==> config.mk <==
export PLATFORM = sky130hd
export DESIGN_NAME = uart_tx_arbiter_flat
export DESIGN_NICKNAME = d
export VERILOG_FILES = /design/src/rtl/uart_tx_arbiter_if.sv /design/src/rtl/uart_tx_arbiter.sv /design/src/flat_wrapper.sv
export SDC_FILE = /design/constraint.sdc
export NUM_CORES = 1
export LEC_CHECK = 0
export CAP_MARGIN = 10
export CORE_UTILIZATION = 47
export CTS_CLUSTER_SIZE = 20
export DETAILED_ROUTE_END_ITERATION = 10
export GPL_TIMING_DRIVEN = 1
export PLACE_DENSITY = 0.83
export SLEW_MARGIN = 15
export SYNTH_ARGS = -nofsm -noshare
export SYNTH_HDL_FRONTEND = slang
export SYNTH_SLANG_ARGS = --single-unit
==> constraint.sdc <==
create_clock -name clk -period 3.5 [get_ports clk]
set_input_delay 1.05 -clock clk [delete_from_list [all_inputs] [get_ports clk]]
set_output_delay 1.05 -clock clk [all_outputs]
set_load 0.03 [all_outputs]
==> src/rtl/uart_tx_arbiter_if.sv <==
// Handshake bundle between byte-stream requesters, the shared-UART arbiter and
// the transmitter holding-register write port.
interface uart_tx_arbiter_if #(
    parameter int NREQ = 4
);
    logic                enable;
    logic [NREQ-1:0]     req;
    logic [8*NREQ-1:0]   req_data;
    logic [NREQ-1:0]     req_last;
    logic [NREQ-1:0]     ack;
    logic [NREQ-1:0]     grant;
    logic [7:0]          tx_hold_reg;
    logic                tx_wr;
    logic                txrdy;
    logic                busy;

    // master: requesters plus the transmitter's ready flag
    modport master (
        output enable, req, req_data, req_last, txrdy,
        input  ack, grant, tx_hold_reg, tx_wr, busy
    );

    modport slave (
        input  enable, req, req_data, req_last, txrdy,
        output ack, grant, tx_hold_reg, tx_wr, busy
    );
endinterface

==> src/rtl/uart_tx_arbiter.sv <==
// Round-robin arbiter sharing one UART transmitter among NREQ byte streams; the
// grant is locked per packet/burst and every byte write is paced against txrdy.
module uart_tx_arbiter #(
    parameter int NREQ      = 4,
    parameter int MAX_BURST = 4
) (
    input  logic              clk,
    input  logic              reset,
    uart_tx_arbiter_if.slave  bus
);
    localparam int PW = $clog2(NREQ);
    localparam int CW = $clog2(MAX_BURST + 1);

    typedef enum logic [1:0] {IDLE, SEND, HOLDOFF, RELEASE} state_t;

    state_t          state_q, state_d;
    logic [PW-1:0]   ptr_q, ptr_d;
    logic [PW-1:0]   owner_q, owner_d;
    logic [CW-1:0]   burst_q, burst_d;
    logic            last_q, last_d;
    logic [NREQ-1:0] grant_q, grant_d;
    logic [NREQ-1:0] ack_q, ack_d;
    logic [7:0]      hold_q, hold_d;
    logic            tx_wr_q, tx_wr_d;
    logic            busy_q, busy_d;

    logic [PW-1:0]   pick_idx;
    logic            pick_found;
    logic [7:0]      req_byte [NREQ];

    generate
        for (genvar gi = 0; gi < NREQ; gi++) begin : g_bytes
            assign req_byte[gi] = bus.req_data[8*gi +: 8];
        end
    endgenerate

    // First requesting index at or after the pointer, wrapping modulo NREQ.
    always_comb begin
        pick_found = 1'b0;
        pick_idx   = ptr_q;
        for (int k = 0; k < NREQ; k++) begin
            int            idx;
            logic [PW-1:0] idx_v;
            idx = int'(ptr_q) + k;
            if (idx >= NREQ) idx = idx - NREQ;
            idx_v = PW'(idx);
            if (!pick_found && bus.req[idx_v]) begin
                pick_found = 1'b1;
                pick_idx   = idx_v;
            end
        end
    end

    always_comb begin
        state_d = state_q;
        ptr_d   = ptr_q;
        owner_d = owner_q;
        burst_d = burst_q;
        last_d  = last_q;
        grant_d = grant_q;
        ack_d   = '0;
        hold_d  = hold_q;
        tx_wr_d = 1'b0;
        busy_d  = busy_q;

        case (state_q)
            IDLE: begin
                if (bus.enable && pick_found) begin
                    owner_d           = pick_idx;
                    grant_d           = '0;
                    grant_d[pick_idx] = 1'b1;
                    busy_d            = 1'b1;
                    burst_d           = '0;
                    state_d           = SEND;
                end
            end
            SEND: begin
                if (!bus.req[owner_q]) begin
                    state_d = RELEASE;
                end else if (bus.txrdy) begin
                    hold_d         = req_byte[owner_q];
                    tx_wr_d        = 1'b1;
                    ack_d[owner_q] = 1'b1;
                    last_d         = bus.req_last[owner_q];
                    burst_d        = burst_q + CW'(1);
                    state_d        = HOLDOFF;
                end
            end
            // txrdy is still stale here: the transmitter drops it a cycle after tx_wr.
            HOLDOFF: begin
                if (last_q || (burst_q == CW'(MAX_BURST)) || !bus.enable) begin
                    state_d = RELEASE;
                end else begin
                    state_d = SEND;
                end
            end
            RELEASE: begin
                grant_d = '0;
                busy_d  = 1'b0;
                ptr_d   = (owner_q == PW'(NREQ - 1)) ? '0 : owner_q + PW'(1);
                state_d = IDLE;
            end
            default: state_d = IDLE;
        endcase
    end

    always_ff @(posedge clk or posedge reset) begin
        if (reset) begin
            state_q <= IDLE;
            ptr_q   <= '0;
            owner_q <= '0;
            burst_q <= '0;
            last_q  <= 1'b0;
            grant_q <= '0;
            ack_q   <= '0;
            hold_q  <= 8'h00;
            tx_wr_q <= 1'b0;
            busy_q  <= 1'b0;
        end else begin
            state_q <= state_d;
            ptr_q   <= ptr_d;
            owner_q <= owner_d;
            burst_q <= burst_d;
            last_q  <= last_d;
            grant_q <= grant_d;
            ack_q   <= ack_d;
            hold_q  <= hold_d;
            tx_wr_q <= tx_wr_d;
            busy_q  <= busy_d;
        end
    end

    assign bus.ack         = ack_q;
    assign bus.grant       = grant_q;
    assign bus.tx_hold_reg = hold_q;
    assign bus.tx_wr       = tx_wr_q;
    assign bus.busy        = busy_q;

endmodule
==> src/flat_wrapper.sv <==
// flat-port wrapper written by rule: the top's interface ports become plain ports
module uart_tx_arbiter_flat 
#(
    parameter int NREQ      = 4,
    parameter int MAX_BURST = 4
)
  (clk, reset, bus_enable, bus_req, bus_req_data, bus_req_last, bus_txrdy, bus_ack, bus_grant, bus_tx_hold_reg, bus_tx_wr, bus_busy);
  uart_tx_arbiter_if #(.NREQ(NREQ)) bus_i ();
  input  logic clk;
  input  logic reset;
  input wire logic [$bits(bus_i.enable)-1:0] bus_enable;
  input wire logic [$bits(bus_i.req)-1:0] bus_req;
  input wire logic [$bits(bus_i.req_data)-1:0] bus_req_data;
  input wire logic [$bits(bus_i.req_last)-1:0] bus_req_last;
  input wire logic [$bits(bus_i.txrdy)-1:0] bus_txrdy;
  output wire logic [$bits(bus_i.ack)-1:0] bus_ack;
  output wire logic [$bits(bus_i.grant)-1:0] bus_grant;
  output wire logic [$bits(bus_i.tx_hold_reg)-1:0] bus_tx_hold_reg;
  output wire logic [$bits(bus_i.tx_wr)-1:0] bus_tx_wr;
  output wire logic [$bits(bus_i.busy)-1:0] bus_busy;
  assign bus_i.enable = bus_enable;
  assign bus_i.req = bus_req;
  assign bus_i.req_data = bus_req_data;
  assign bus_i.req_last = bus_req_last;
  assign bus_i.txrdy = bus_txrdy;
  assign bus_ack = bus_i.ack;
  assign bus_grant = bus_i.grant;
  assign bus_tx_hold_reg = bus_i.tx_hold_reg;
  assign bus_tx_wr = bus_i.tx_wr;
  assign bus_busy = bus_i.busy;
  uart_tx_arbiter #(.NREQ(NREQ), .MAX_BURST(MAX_BURST)) u_core (.clk(clk), .reset(reset), .bus(bus_i));
endmodule
# Yosys cells after proc, flatten, opt, wreduce, memory -nomap -nowiden
# Cells that the tools add are included.
# word_totals
register_bits,28
inputBits,44
output_inout_bits,18
wordCells,113
# op_classes
add_sub_neg,9
order_cmp,13
eq_ne,9
mux,51
bitwise_logic,1
n_reduce_logical,20
# ops
cell,count
2-bit two-way mux,13
2-bit by 3-bit < comparator with 1-bit output (second input constant),6
8-bit binary-select mux with 2-bit select,1
1-bit two-way mux,16
4-bit two-way mux,4
8-bit two-way mux,2
1-bit binary-select mux with 2-bit select,6
3-bit greater-or-equal comparator (second input constant),4
3-bit two-way mux,3
2-bit case mux with 4 select lines,1
4-bit case mux with 2 select lines,1
2-bit by 1-bit subtractor with 2-bit output (second input constant),4
2-bit by 2-bit adder with 3-bit output (second input constant),2
2-bit == test (second input constant),3
1-bit logical AND,6
3-bit case mux with 2 select lines,1
2-bit AND reduction,3
1-bit demux with 2-bit select,2
2-bit by 1-bit greater-or-equal comparator with 1-bit output (second input constant),2
1-bit zero test,4
2-bit by 1-bit != test with 1-bit output (second input constant),2
4-bit AND reduction,1
2-bit nonzero test,2
2-bit by 1-bit adder with 3-bit output (second input constant),1
12 further kinds,13

# Depth between registers and ports, before layout
# Gate-level depths: netlist (run 1).
# logic_depth
word_depth,20
ltp_mapped,5

# Worst setup path before layout (run 1)
# Ideal clock, no wire load.
# synth_path
kind,input -> register
startpoint,input bus_req[3]
endpoint,register u_core.burst_q[1]
t_arrival_ps,2136
required_ps,3369
setup_slack_ps,1233
path_stages,5
cell_sequence,mux4_2 nand3_4 buf_8 mux2i_1 o32ai_2
# synth_between
elab_chain_len,15
word_cells_on_any_way,24
# synth_lines
element,line_no,source
"start, declared",flat_wrapper.sv:12,input wire logic [$bits(bus_i.req)-1:0] bus_req;
1-bit binary-select mux with 2-bit select,uart_tx_arbiter.sv:47,if (!pick_found && bus.req[idx_v]) begin
1-bit two-way mux (not written as such),uart_tx_arbiter.sv:47,
1-bit two-way mux,uart_tx_arbiter.sv:47,
1-bit zero test,uart_tx_arbiter.sv:47,
1-bit logical AND,uart_tx_arbiter.sv:47,
1-bit two-way mux,uart_tx_arbiter.sv:47,
1-bit zero test,uart_tx_arbiter.sv:47,
1-bit logical AND,uart_tx_arbiter.sv:47,
1-bit two-way mux,uart_tx_arbiter.sv:47,
1-bit zero test,uart_tx_arbiter.sv:47,
1-bit logical AND,uart_tx_arbiter.sv:47,
1-bit two-way mux,uart_tx_arbiter.sv:47,
1-bit logical AND,uart_tx_arbiter.sv:68,if (bus.enable && pick_found) begin
2-bit by 1-bit != test with 1-bit output (no source line),-,
4-bit AND reduction (no source line) (*),-,
"end signal, assigned",uart_tx_arbiter.sv:123,burst_q <= burst_d;
"end, declared",uart_tx_arbiter.sv:19,"logic [CW-1:0] burst_q, burst_d;"
# Every way passes the cells marked *; elsewhere a longest branch is shown, timed or not. The select of a mux whose other input is x is not followed.
# A chain may end at the register's enable or synchronous reset.

# Final worst setup path (run 1)
# layout_path
startpoint,input bus_req[3]
endpoint,"register u_core.hold_q[5], in the netlist u_core.bus.tx_hold_reg[5]"
# layout_between
elab_chain_len,3
# layout_lines
element,line_no,source
1-bit binary-select mux with 2-bit select,uart_tx_arbiter.sv:78,if (!bus.req[owner_q]) begin
1-bit two-way mux (not written as such),uart_tx_arbiter.sv:78,
3-bit AND reduction (no source line),-,
"end signal, assigned",uart_tx_arbiter.sv:127,hold_q <= hold_d;
"end, declared",uart_tx_arbiter.sv:23,"logic [7:0] hold_q, hold_d;"
# Every way passes these cells. The select of a mux whose other input is x is not followed.

==> metrics.txt, run 1 <==
status complete, no violations; CTS Buf Count 3; total negative slack 0 ns; Slew Limit Headroom 0.613; Initial Util 0.509; GR Util met1 0.298; vias per std cell 5.37; CP arrival 2.78 ns; # fillers 224; met2 GRT Util 0.383; Final #Nets 239; fmax 388 MHz; multi-input combinational cell area 830 um2; Syn. warnings 0; die height 60.2 um; Max Root-Sink Buffers 2; final slew viol count 0; power share of the clock group 0.073; Critical Path Slowest Stage Cell mux4_2; final wirelength 3.79 mm; Max IR drop VDD 0.374 mV; max FFs per register 8; clock-pin slew on the worst setup and hold paths 0.13 ns; GR Overflow Total 0; Top Usage Layer GRT met2; unrepaired setup endpoints after global routing no; pre-CTS setup slack 0.615 ns; sequential share of power 0.352; Synth Register Bits 28; pwr dens roughly 740 mW/mm2; storage element area 701 um2; Max-Cap Viols 0; total power about 1700 uW; final period utilization 0.736; skew final 0.00382 ns; Yosys cell types 35; internal cell power 995 uW; final worst-path setup slack 0.925 ns; Gate power share 0.575; core area 0.00313 mm2; Layout area overhead 42.7%; initial antenna violation count 0; P_sw 691 uW; Avg Cell Area, Syn 12.8 um2; Hold Vio Cnt, Final 0; reg-to-reg slack, setup 1.60 ns; antenna viol nets, final 0; Reg2Reg Depth 3; crit-path max cell delay 0.58 ns; Synth Instances 124; first-pass GRT wire length 5.89 mm; share of cells above drive strength 1 0.150; Setup CP Type input pin to register; hpwl dp 3.13 mm; Mapped Area about 0.0016 mm2; Die W 60.2 um; H-tree depth 1; Num Clock Sinks 28; CTS tree built; IO Pins 62; CTS Hold Bufs 0; GRT Util Overall 0.225; Worst Path Required 3.71 ns; post-CTS setup buffers 0; DR iter-0 viols between 80 and 90; latest clock arrival within the worst-skew pair 0.31 ns; min-delay worst type register to register; Startpoint Class input pin; I/O Buffers 61; Synth top area share 0.440; Pleak slightly below 0.001 uW; worst hold path depth 1; top cells by area, synth dfrtp_1 (44%), mux4_2 (13%), mux2_4 (5.7%); Pre-Repair DR Iteration Count 4; vias in the first global route 1195; post-synthesis net count between 150 and 200; Die ar. 0.00362 mm2; # DRC 0; slew of the pin with the lowest slew margin 0.573 ns; gpl congestion 0.823; CP endpoint kind register; worst-path cell chain clkdlybuf4s50_1, mux4_2, nand3_4, mux2_2; Setup violations, final 0; met3 track demand over resource 0.0411; CP Max Fanout 13; Yosys top cell by area dfrtp_1; Routed WL per cell 16.4 um; min Tclk post-route around 2.6 ns; row count 20; pin count of the biggest net entering global routing 29; Area after DPL approximately 0.0022 mm2; Final Instance Area 0.00227 mm2; antenna cell count 0; sequential area share after synthesis 0.440; Net Sw Frac 0.410; Post-CTS Resized 0; CTS root buffer clkbuf_4; DR vias around 1200
logic make-up (layout without fill, tap and decap cells):
family	count (synthesis)	after routing	share of synthesized area
muxes	23	23	0.248
DFF	28	28	0.440
buffers and inverters	13	76	0.0385
AOI/OAI and AO/OA	27	27	0.125
and+or+nand+nor	26	26	0.0951
xor gates and xnor gates	1	1	0.00550
adders and majority gates	6	6	0.0472
metal layers:
layer  wire (um)  vias to the layer above
met5           0                        -
met4          38                        0
met3         159                        4
met2        2020                       31
met1        1570                      609
li1            -                      596
final timing paths:
| path | to | startpoint |
|---|---|---|
| worst max-delay path | u_core.bus.tx_hold_reg[5]$_DFFE_PP0P_ | bus_req[3] |
| worst min-delay path | u_core.bus.tx_hold_reg[7]$_DFFE_PP0P_ | u_core.bus.tx_hold_reg[7]$_DFFE_PP0P_ |
| worst max register to register | u_core.bus.tx_hold_reg[5]$_DFFE_PP0P_ | u_core.owner_q[1]$_DFFE_PP0P_ |
| worst min register to register | u_core.bus.tx_hold_reg[7]$_DFFE_PP0P_ | u_core.bus.tx_hold_reg[7]$_DFFE_PP0P_ |
| max in group asynchronous | u_core.owner_q[0]$_DFFE_PP0P_ | reset |
| min in group asynchronous | u_core.bus.tx_hold_reg[1]$_DFFE_PP0P_ | reset |
layout make-up:
class / count / area share
multi-input combinational: 83 / 0.365
sequential: 28 / 0.309
timing repair buffer: 63 / 0.275
tap: 44 / 0.0242
inverter: 10 / 0.0165
clock buffer: 3 / 0.00992
power groups by stage:
stage	Combinational (uW)	Sequential [uW]	Clock, uW
floorplan	521	714	0
global placement	951	589	0
detailed placement	975	599	0
CTS	981	592	127
global route	1040	617	139
finish	970	594	123
cells in the final DEF, fill, tap and decap left out, drive strengths merged:
cell,netlist,final
clkdlybuf4s50,0,61
dfrtp,28,28
mux2,11,11
inv,10,10
mux4,10,10
o31ai,7,7
nor2,6,6
o21ai,6,6
ha,6,6
nor2b,5,5
and2,4,4
nand2,3,3
a21oi,3,3
clkbuf,1,3
nand2b,2,2
o22a,2,2
a211oi,2,2
nor3,2,2
mux2i,2,2
buf,2,2
a221o,1,1
o21a,1,1
o41a,1,1
o41ai,1,1
nand4,1,1
xor2,1,1
or4,1,1
nand3,1,1
o22ai,1,1
o2bb2ai,1,1
nand3b,1,1
o32ai,1,1
per-stage QoR:
step / std cells / util / hold WS [ns]
floorplan: 124 / - / 0.483
global placement: 228 / 0.719 / 0.491
detailed placement: 228 / 0.719 / 0.497
CTS: 231 / 0.726 / 0.527
global route: 231 / 0.726 / 0.546
finish: 231 / 0.726 / 0.521
worst max-delay path, delay by kind of cell:
| kind | cells | cell delay, ns |
|---|---|---|
| buffers and inverters | 1 | 0.52 |
| AND/OR/NAND/NOR | 1 | 0.24 |
| multiplexers | 2 | 0.97 |
synth_stat cells:
library cell  number
mux2_2             5
o32ai_2            1
mux2_4             6
or4_1              1
ha_1               6
and2_1             4
o41ai_1            1
xor2_1             1
inv_2              1
buf_8              1
nor2_1             6
mux4_2             9
mux2i_1            2
nor3_1             2
o22a_1             2
nand4_1            1
inv_1              9
nor2b_1            5
a211oi_1           2
nand3_4            1
o21ai_0            6
a21oi_1            3
o21a_1             1
dfrtp_1           28
nand2b_1           2
mux4_1             1
o22ai_1            1
nand3b_1           1
o31ai_1            7
o41a_1             1
nand2_1            3
clkbuf_1           1
o2bb2ai_1          1
a221o_1            1
buf_2              1
Note: power is estimated with default switching activity, not from simulation.
==> run 2, diff against run 1 <==
Settings changed: CORE_UTILIZATION 47 to 39, PLACE_DENSITY 0.83 to 0.74.
Clock period 3.5 ns to 2.3 ns, I/O delays scaled along.
==> run 2 against run 1 <==
Critical path depth unchanged; core utilization down 9.0 points; clock power rose to 3.2 times the previous value; die area up 20%; global-route usage down 1.2 points; non-clock buffer count up 10; sequential share of layout area down 1.9 points; largest power group unchanged.
==> metrics.txt, run 2 (synthesis results as in run 1) <==
first-pass GRT wire length 6.77 mm (+15%); Gate power share 0.560 (-0.015); pin count of the biggest net entering global routing 29 (unchanged); row count 22 (+10%); Pre-Repair DR Iteration Count 4 (unchanged); Die W 65.9 um (+9.5%); R2R Path Start u_core.state_q[0]$_DFFE_PP0P_; DR iter-0 viols 84 (-1.2%); fmax 456 MHz; crit path from bus_req[1]; min-delay worst type register to register; Final #Nets 249 (+4.2%); sequential share of power 0.304 (-0.048); Num Clock Sinks 28 (unchanged); Setup violations, final 0 (unchanged); internal cell power 1730 uW (+74%); IO Pins 62 (unchanged); vias in the first global route 1350 (+13%); Hold Vio Cnt, Final 0 (unchanged); antenna viol nets, final 0 (unchanged); gpl congestion 0.773 (-6.2%); Hold Slack 0.516 ns (-0.00539 ns); latest clock arrival within the worst-skew pair 0.28 ns (-0.03 ns); final worst-path setup slack 0.107 ns (-0.817 ns); unrepaired setup endpoints after global routing no; total power 2850 uW (+69%); slew of the pin with the lowest slew margin 0.510 ns (-0.0633 ns); hpwl dp 3.43 mm (+9.7%); Critical Path Slowest Stage Cell mux4_2; Setup CP Type input pin to register; pwr dens 1180 mW/mm2 (+59%); CP endpoint u_core.bus.tx_hold_reg[7]$_DFFE_PP0P_; CP Max Fanout 13 (unchanged); Max Root-Sink Buffers 2 (unchanged); initial antenna violation count 0 (unchanged); CTS root buffer clkbuf_8; crit-path max cell delay 0.53 ns (-0.05 ns); # fillers 308 (+38%); final slew viol count 0 (unchanged); power share of the clock group 0.136 (+0.063); Die ar. 0.00434 mm2 (+20%); worst hold path depth 1 (unchanged); CP arrival 2.35 ns (-0.43 ns); Reg2Reg Depth 3 (unchanged); clock-pin slew on the worst setup and hold paths 0.10 ns (-0.03 ns); Max-Cap Viols 0 (unchanged); Initial Util 0.419 (-0.0898); skew final 0.0102 ns (+0.00635 ns); DR vias 1292 (+4.2%); CP endpoint kind register; reg-to-reg slack, setup 0.53 ns (-1.07 ns); commonest cells after routing, fill and taps aside clkdlybuf4s50_1 (61), dfrtp_1 (28), buf_4 (12); final period utilization 0.953; core area 0.00380 mm2 (+21%); status complete, no violations; pre-CTS setup slack -0.267 ns (-0.882 ns); Startpoint Class input pin; max FFs per register 8 (unchanged); I/O Buffers 61 (unchanged); final wirelength 4.32 mm (+14%); P_sw 1120 uW (+62%); most common cell after layout, fill and taps aside clkdlybuf4s50_1; share of cells above drive strength 1 0.212 (+0.0624); Net Sw Frac 0.393 (-0.0168); GRT Util Overall 0.212 (-0.0124); Routed WL per cell 17.6 um (+7.0%); antenna cell count 0 (unchanged); Pleak 0.00105 uW (+8.1%); Worst Path Required 2.46 ns (-1.25 ns); Layout area overhead 51.9%; die height 65.9 um (+9.5%); reg2reg end u_core.bus.tx_hold_reg[4]$_DFFE_PP0P_; CTS tree built; worst-path cell chain clkdlybuf4s50_1, mux4_2, nand3_4, mux2_2; min Tclk post-route 2.19 ns; H-tree depth 1 (unchanged); Slew Limit Headroom 0.659 (+0.0465); GR Overflow Total 0 (unchanged); CTS Buf Count 3 (unchanged); # DRC 0 (unchanged); vias per std cell 5.25 (-2.2%); Max IR drop VDD 0.506 mV (+35%)
run 2: changes by cell type in the layout (fill, tap and decap cells not counted), sizes merged:
cell and change:
buf +10, bufinv +1
run 2: worst min path at each step:
| stage | start | to | slack (ns) |
|---|---|---|---|
| 3_3_place_gp | u_core.bus.tx_hold_reg[5]$_DFFE_PP0P_ | u_core.bus.tx_hold_reg[5]$_DFFE_PP0P_ | 0.49 |
| 5_1_grt | u_core.bus.tx_hold_reg[3]$_DFFE_PP0P_ | u_core.bus.tx_hold_reg[3]$_DFFE_PP0P_ | 0.53 |
| 4_1_cts | u_core.bus.tx_hold_reg[3]$_DFFE_PP0P_ | u_core.bus.tx_hold_reg[3]$_DFFE_PP0P_ | 0.52 |
| 6_report | u_core.bus.tx_hold_reg[3]$_DFFE_PP0P_ | u_core.bus.tx_hold_reg[3]$_DFFE_PP0P_ | 0.52 |
| 2_1_floorplan | u_core.last_q$_DFFE_PP0P_ | u_core.last_q$_DFFE_PP0P_ | 0.48 |
| 3_5_place_dp | u_core.bus.tx_hold_reg[3]$_DFFE_PP0P_ | u_core.bus.tx_hold_reg[3]$_DFFE_PP0P_ | 0.49 |
run 2: through the flow:
step	cell area, um2	utilization	TNS, ns	instances
global route	2420	0.636	0	246
global placement	2330	0.613	-1.26	242
CTS	2410	0.634	0	246
floorplan	1590	-	0	124
detailed placement	2330	0.613	-2.52	242
finish	2420	0.636	0	246
run 2: layer usage:
metal,routed length [um],GRT usage,vias up
li1,-,-,618
met4,95,0.0761,0
met1,1680,0.250,647
met3,80,0.0345,9
met2,2460,0.384,18
met5,0,0,-
run 2: worst max-delay path, delay by kind of cell:
kind,cells,cell delay (ns)
multiplexers,2,0.90
AND/OR/NAND/NOR,1,0.24
buffers and inverters,1,0.51
run 2: layout make-up:
type | count | area (um2) | area share
clock inverter | 1 | 30.0 | 0.0124
multi-input combinational | 83 | 847 | 0.350
inverter | 10 | 37.5 | 0.0155
timing repair buffer | 73 | 701 | 0.290
sequential | 28 | 701 | 0.290
tap | 48 | 60.1 | 0.0248
clock buffer | 3 | 41.3 | 0.0171
run 2: power groups by stage:
stage | Sequential (uW) | Combinational [uW] | Clock (uW)
floorplan | 1090 | 792 | 0
global placement | 859 | 1530 | 0
detailed placement | 874 | 1590 | 0
CTS | 864 | 1600 | 392
global route | 893 | 1710 | 408
finish | 866 | 1590 | 388
run 2: repair_timing:
| item | CTS | global route |
|---|---|---|
| endpoints found under the setup margin | 1 | 2 |
| hold buffers | 0 | 0 |
| buffers inserted | 0 | 0 |
| gates resized for setup | 1 | 2 |
==> run 3, diff against run 2 <==
Settings changed: CTS_CLUSTER_DIAMETER from default to 200.
==> results of run 3 <==
The final DEF is identical to that of run 2; final timing and power are the same.
==> RTL change: new RTL, config.mk and constraints of run 2 <==
`MAX_BURST` is set to 4 in 2 places; all go to 2.
--- a/src/rtl/uart_tx_arbiter.sv
+++ b/src/rtl/uart_tx_arbiter.sv
@@ -2,7 +2,7 @@
 // grant is locked per packet/burst and every byte write is paced against txrdy.
 module uart_tx_arbiter #(
     parameter int NREQ      = 4,
-    parameter int MAX_BURST = 4
+    parameter int MAX_BURST = 2
 ) (
     input  logic              clk,
     input  logic              reset,
--- a/src/flat_wrapper.sv
+++ b/src/flat_wrapper.sv
@@ -2,7 +2,7 @@
 module uart_tx_arbiter_flat 
 #(
     parameter int NREQ      = 4,
-    parameter int MAX_BURST = 4
+    parameter int MAX_BURST = 2
 )
   (clk, reset, bus_enable, bus_req, bus_req_data, bus_req_last, bus_txrdy, bus_ack, bus_grant, bus_tx_hold_reg, bus_tx_wr, bus_busy);
   uart_tx_arbiter_if #(.NREQ(NREQ)) bus_i ();
Check against the original RTL: not equivalent (Yosys sat finds a counterexample within 10 cycles, from zero or initial values and one cycle with reset high).
==> RTL change against run 2 <==
- routed wire length down 10%
- sequential cell count decreased by 1
- sequential power fell by 2.9%
- global-route usage decreased by 0.99 points
- non-clock buffer count is 4 higher
- area after synthesis shrank 4.0%
- power shrank 6.6%
- worst setup slack worse by 42 ps
- final area shrank 1.9%
- sequential share of layout area down 0.50 points
- via count is 3.9% higher
- count of clock-buffer cells in the layout unchanged
- critical path type unchanged
==> RTL change: results (changes against run 2) <==
The placed wire-length estimate was 3.07 mm (-10%); the reported net switching power was 0.00107 W (-4.6%). The overall track demand over capacity in global routing is 20.2% (-0.99 points), and the worst stage delay on the critical path is 550 ps (+20 ps). For the final clock skew, the log shows 10.3 ps (+0.122 ps).

The run gives 0.756 (-2.1%) as the routability-driven placement congestion ratio. The fraction of the mapped netlist area in compound gates was 12.3% (-0.21 points). The post-placement cell count came out at 241 (-0.41%). The routed wire length per instance came out at 15.8 um (-10%).

The flip-flop count of the largest register, all copies and words added came out at 8 (unchanged). The arrival time of the worst setup path is 2400 ps (+50 ps), and the synthesized-area fraction occupied by xor and xnor cells is 0% (-0.55 points). The logs give 526 uV (+3.9%) for the worst-case vdd ir drop and 3.89 mm (-10%) for the total detailed-routing wirelength. The arithmetic-cell share of the synthesized area counting full adders, half adders and majority gates is 4.10% (-0.62 points). The average via count per standard cell came out at 5.46 (+3.9%).

The run gives 1 (unchanged) as the level count of the clock H-tree. Post-synthesis net count: 170 (-2.3%). The via count of the first global-routing pass is 1319 (-2.3%). The largest net degree at the start of global routing came out at 28 (-3.4%).

The commonest cells after synthesis are 27 x sky130_fd_sc_hd__dfrtp_1, 9 x sky130_fd_sc_hd__mux4_2, 8 x sky130_fd_sc_hd__o31ai_1, 7 x sky130_fd_sc_hd__nand2_1, 6 x sky130_fd_sc_hd__nor2b_1. The flow ran to the end, and the final reports show no timing, DRC or antenna violations. The share of layout cells above drive strength 1 is 21.7% (+0.51 points), and the clock-pin slew on the worst setup and hold paths is 100 ps (about the same).

Multiplexer share of the synthesized area: 25.0% (+0.14 points). The run gives 110 (+31%) as the DRC marker count from the first detailed-route iteration. Worst slack after detailed placement: -229 ps (+37.8 ps). For the number of distinct library cells after synthesis, the log shows 39 (+11%). The area fraction of the dominant cell type after synthesis is 44.2% (+0.20 points), and the maximum fanout count along the critical path is 12 (-1). The run gives 6.38 mm (-5.8%) as the first-pass GRT wire length. The instance area after placement was 0.00229 mm^2 (-1.8%); the remaining max-slew budget at the tightest pin was 69.4% (+3.4 points). The synthesized area divided by synthesized cell count was 12.6 um^2 (-1.6%); the logic depth of the worst register-to-register path was 5 (+2). The sequential fraction of the synthesis area is 44.2% (+0.20 points). For the leakage component of the power, the log shows 0.994 nW (-5.1%).

The setup TNS is 0 ps (unchanged). The final net count came out at 248 (-0.40%). Ranked by total cell area, the synthesized netlist is headed by sky130_fd_sc_hd__dfrtp_1 44%, sky130_fd_sc_hd__mux4_2 13%, sky130_fd_sc_hd__mux2_4 4.9%. For the number of fill cells in the layout, the log shows 279 (-9.4%).
RTL change: changes by cell type after synthesis, moves of 3 or more:
cell	delta
sky130_fd_sc_hd__nand3_1	+3
sky130_fd_sc_hd__o21ai_1	+3
sky130_fd_sc_hd__mux2_2	-4
sky130_fd_sc_hd__mux2_1	+5
sky130_fd_sc_hd__nor2_1	-4
sky130_fd_sc_hd__nand2_1	+4
sky130_fd_sc_hd__inv_1	-5
RTL change: final timing paths:
check                                                      start                                     to  slack [ps]
min in group asynchronous                                  reset             u_core.bus.tx_wr$_DFF_PP0_         780
max in group asynchronous                                  reset          u_core.owner_q[1]$_DFFE_PP0P_        1260
hold reg to reg            u_core.bus.tx_hold_reg[3]$_DFFE_PP0P_  u_core.bus.tx_hold_reg[3]$_DFFE_PP0P_         500
setup reg to reg                   u_core.owner_q[0]$_DFFE_PP0P_  u_core.bus.tx_hold_reg[4]$_DFFE_PP0P_         670
setup / recovery                                      bus_req[2]  u_core.bus.tx_hold_reg[4]$_DFFE_PP0P_          70
hold / removal             u_core.bus.tx_hold_reg[3]$_DFFE_PP0P_  u_core.bus.tx_hold_reg[3]$_DFFE_PP0P_         500
RTL change: routing by layer:
| metal | wire (um) | global-route usage, % | up-vias |
|---|---|---|---|
| li1 | - | - | 618 |
| met1 | 1530 | 24.9 | 666 |
| met2 | 2080 | 36.1 | 46 |
| met3 | 194 | 3.70 | 12 |
| met4 | 82 | 5.56 | 0 |
| met5 | 0 | 0 | - |
RTL change: metrics by stage:
step,utilization [%],hold WS [ps]
after CTS,62.9,501
final,63.8,497
after detailed placement,61.5,478
after global placement,61.5,467
after global routing,63.8,518
after floorplan,-,482
RTL change: what timing repair did:
action / CTS / global route
endpoints found under the setup margin: 0 / 5
endpoints found under the hold margin: 0 / 0
gates resized for setup: 0 / 4
setup buffers: 0 / 1
RTL change: final cells by class:
| cell class | count | area (um^2) | share of cell area [%] |
|---|---|---|---|
| multi-input cells | 84 | 822 | 34.7 |
| clock buffers | 3 | 41.3 | 1.74 |
| clock inverters | 1 | 7.51 | 0.316 |
| repair buffers | 77 | 743 | 31.3 |
| flip-flops and latches | 27 | 676 | 28.5 |
| well taps | 48 | 60.1 | 2.53 |
| inverters | 6 | 22.5 | 0.949 |
RTL change: power by group through the flow:
stage / Sequential (W) / Clock, W / Combinational, W
2_1_floorplan: 0.00105 / 0 / 0.000742
3_3_place_gp: 0.000836 / 0 / 0.00148
3_5_place_dp: 0.000848 / 0 / 0.00153
4_1_cts: 0.000837 / 0.000279 / 0.00154
5_1_grt: 0.000865 / 0.000300 / 0.00167
6_report: 0.000841 / 0.000271 / 0.00155
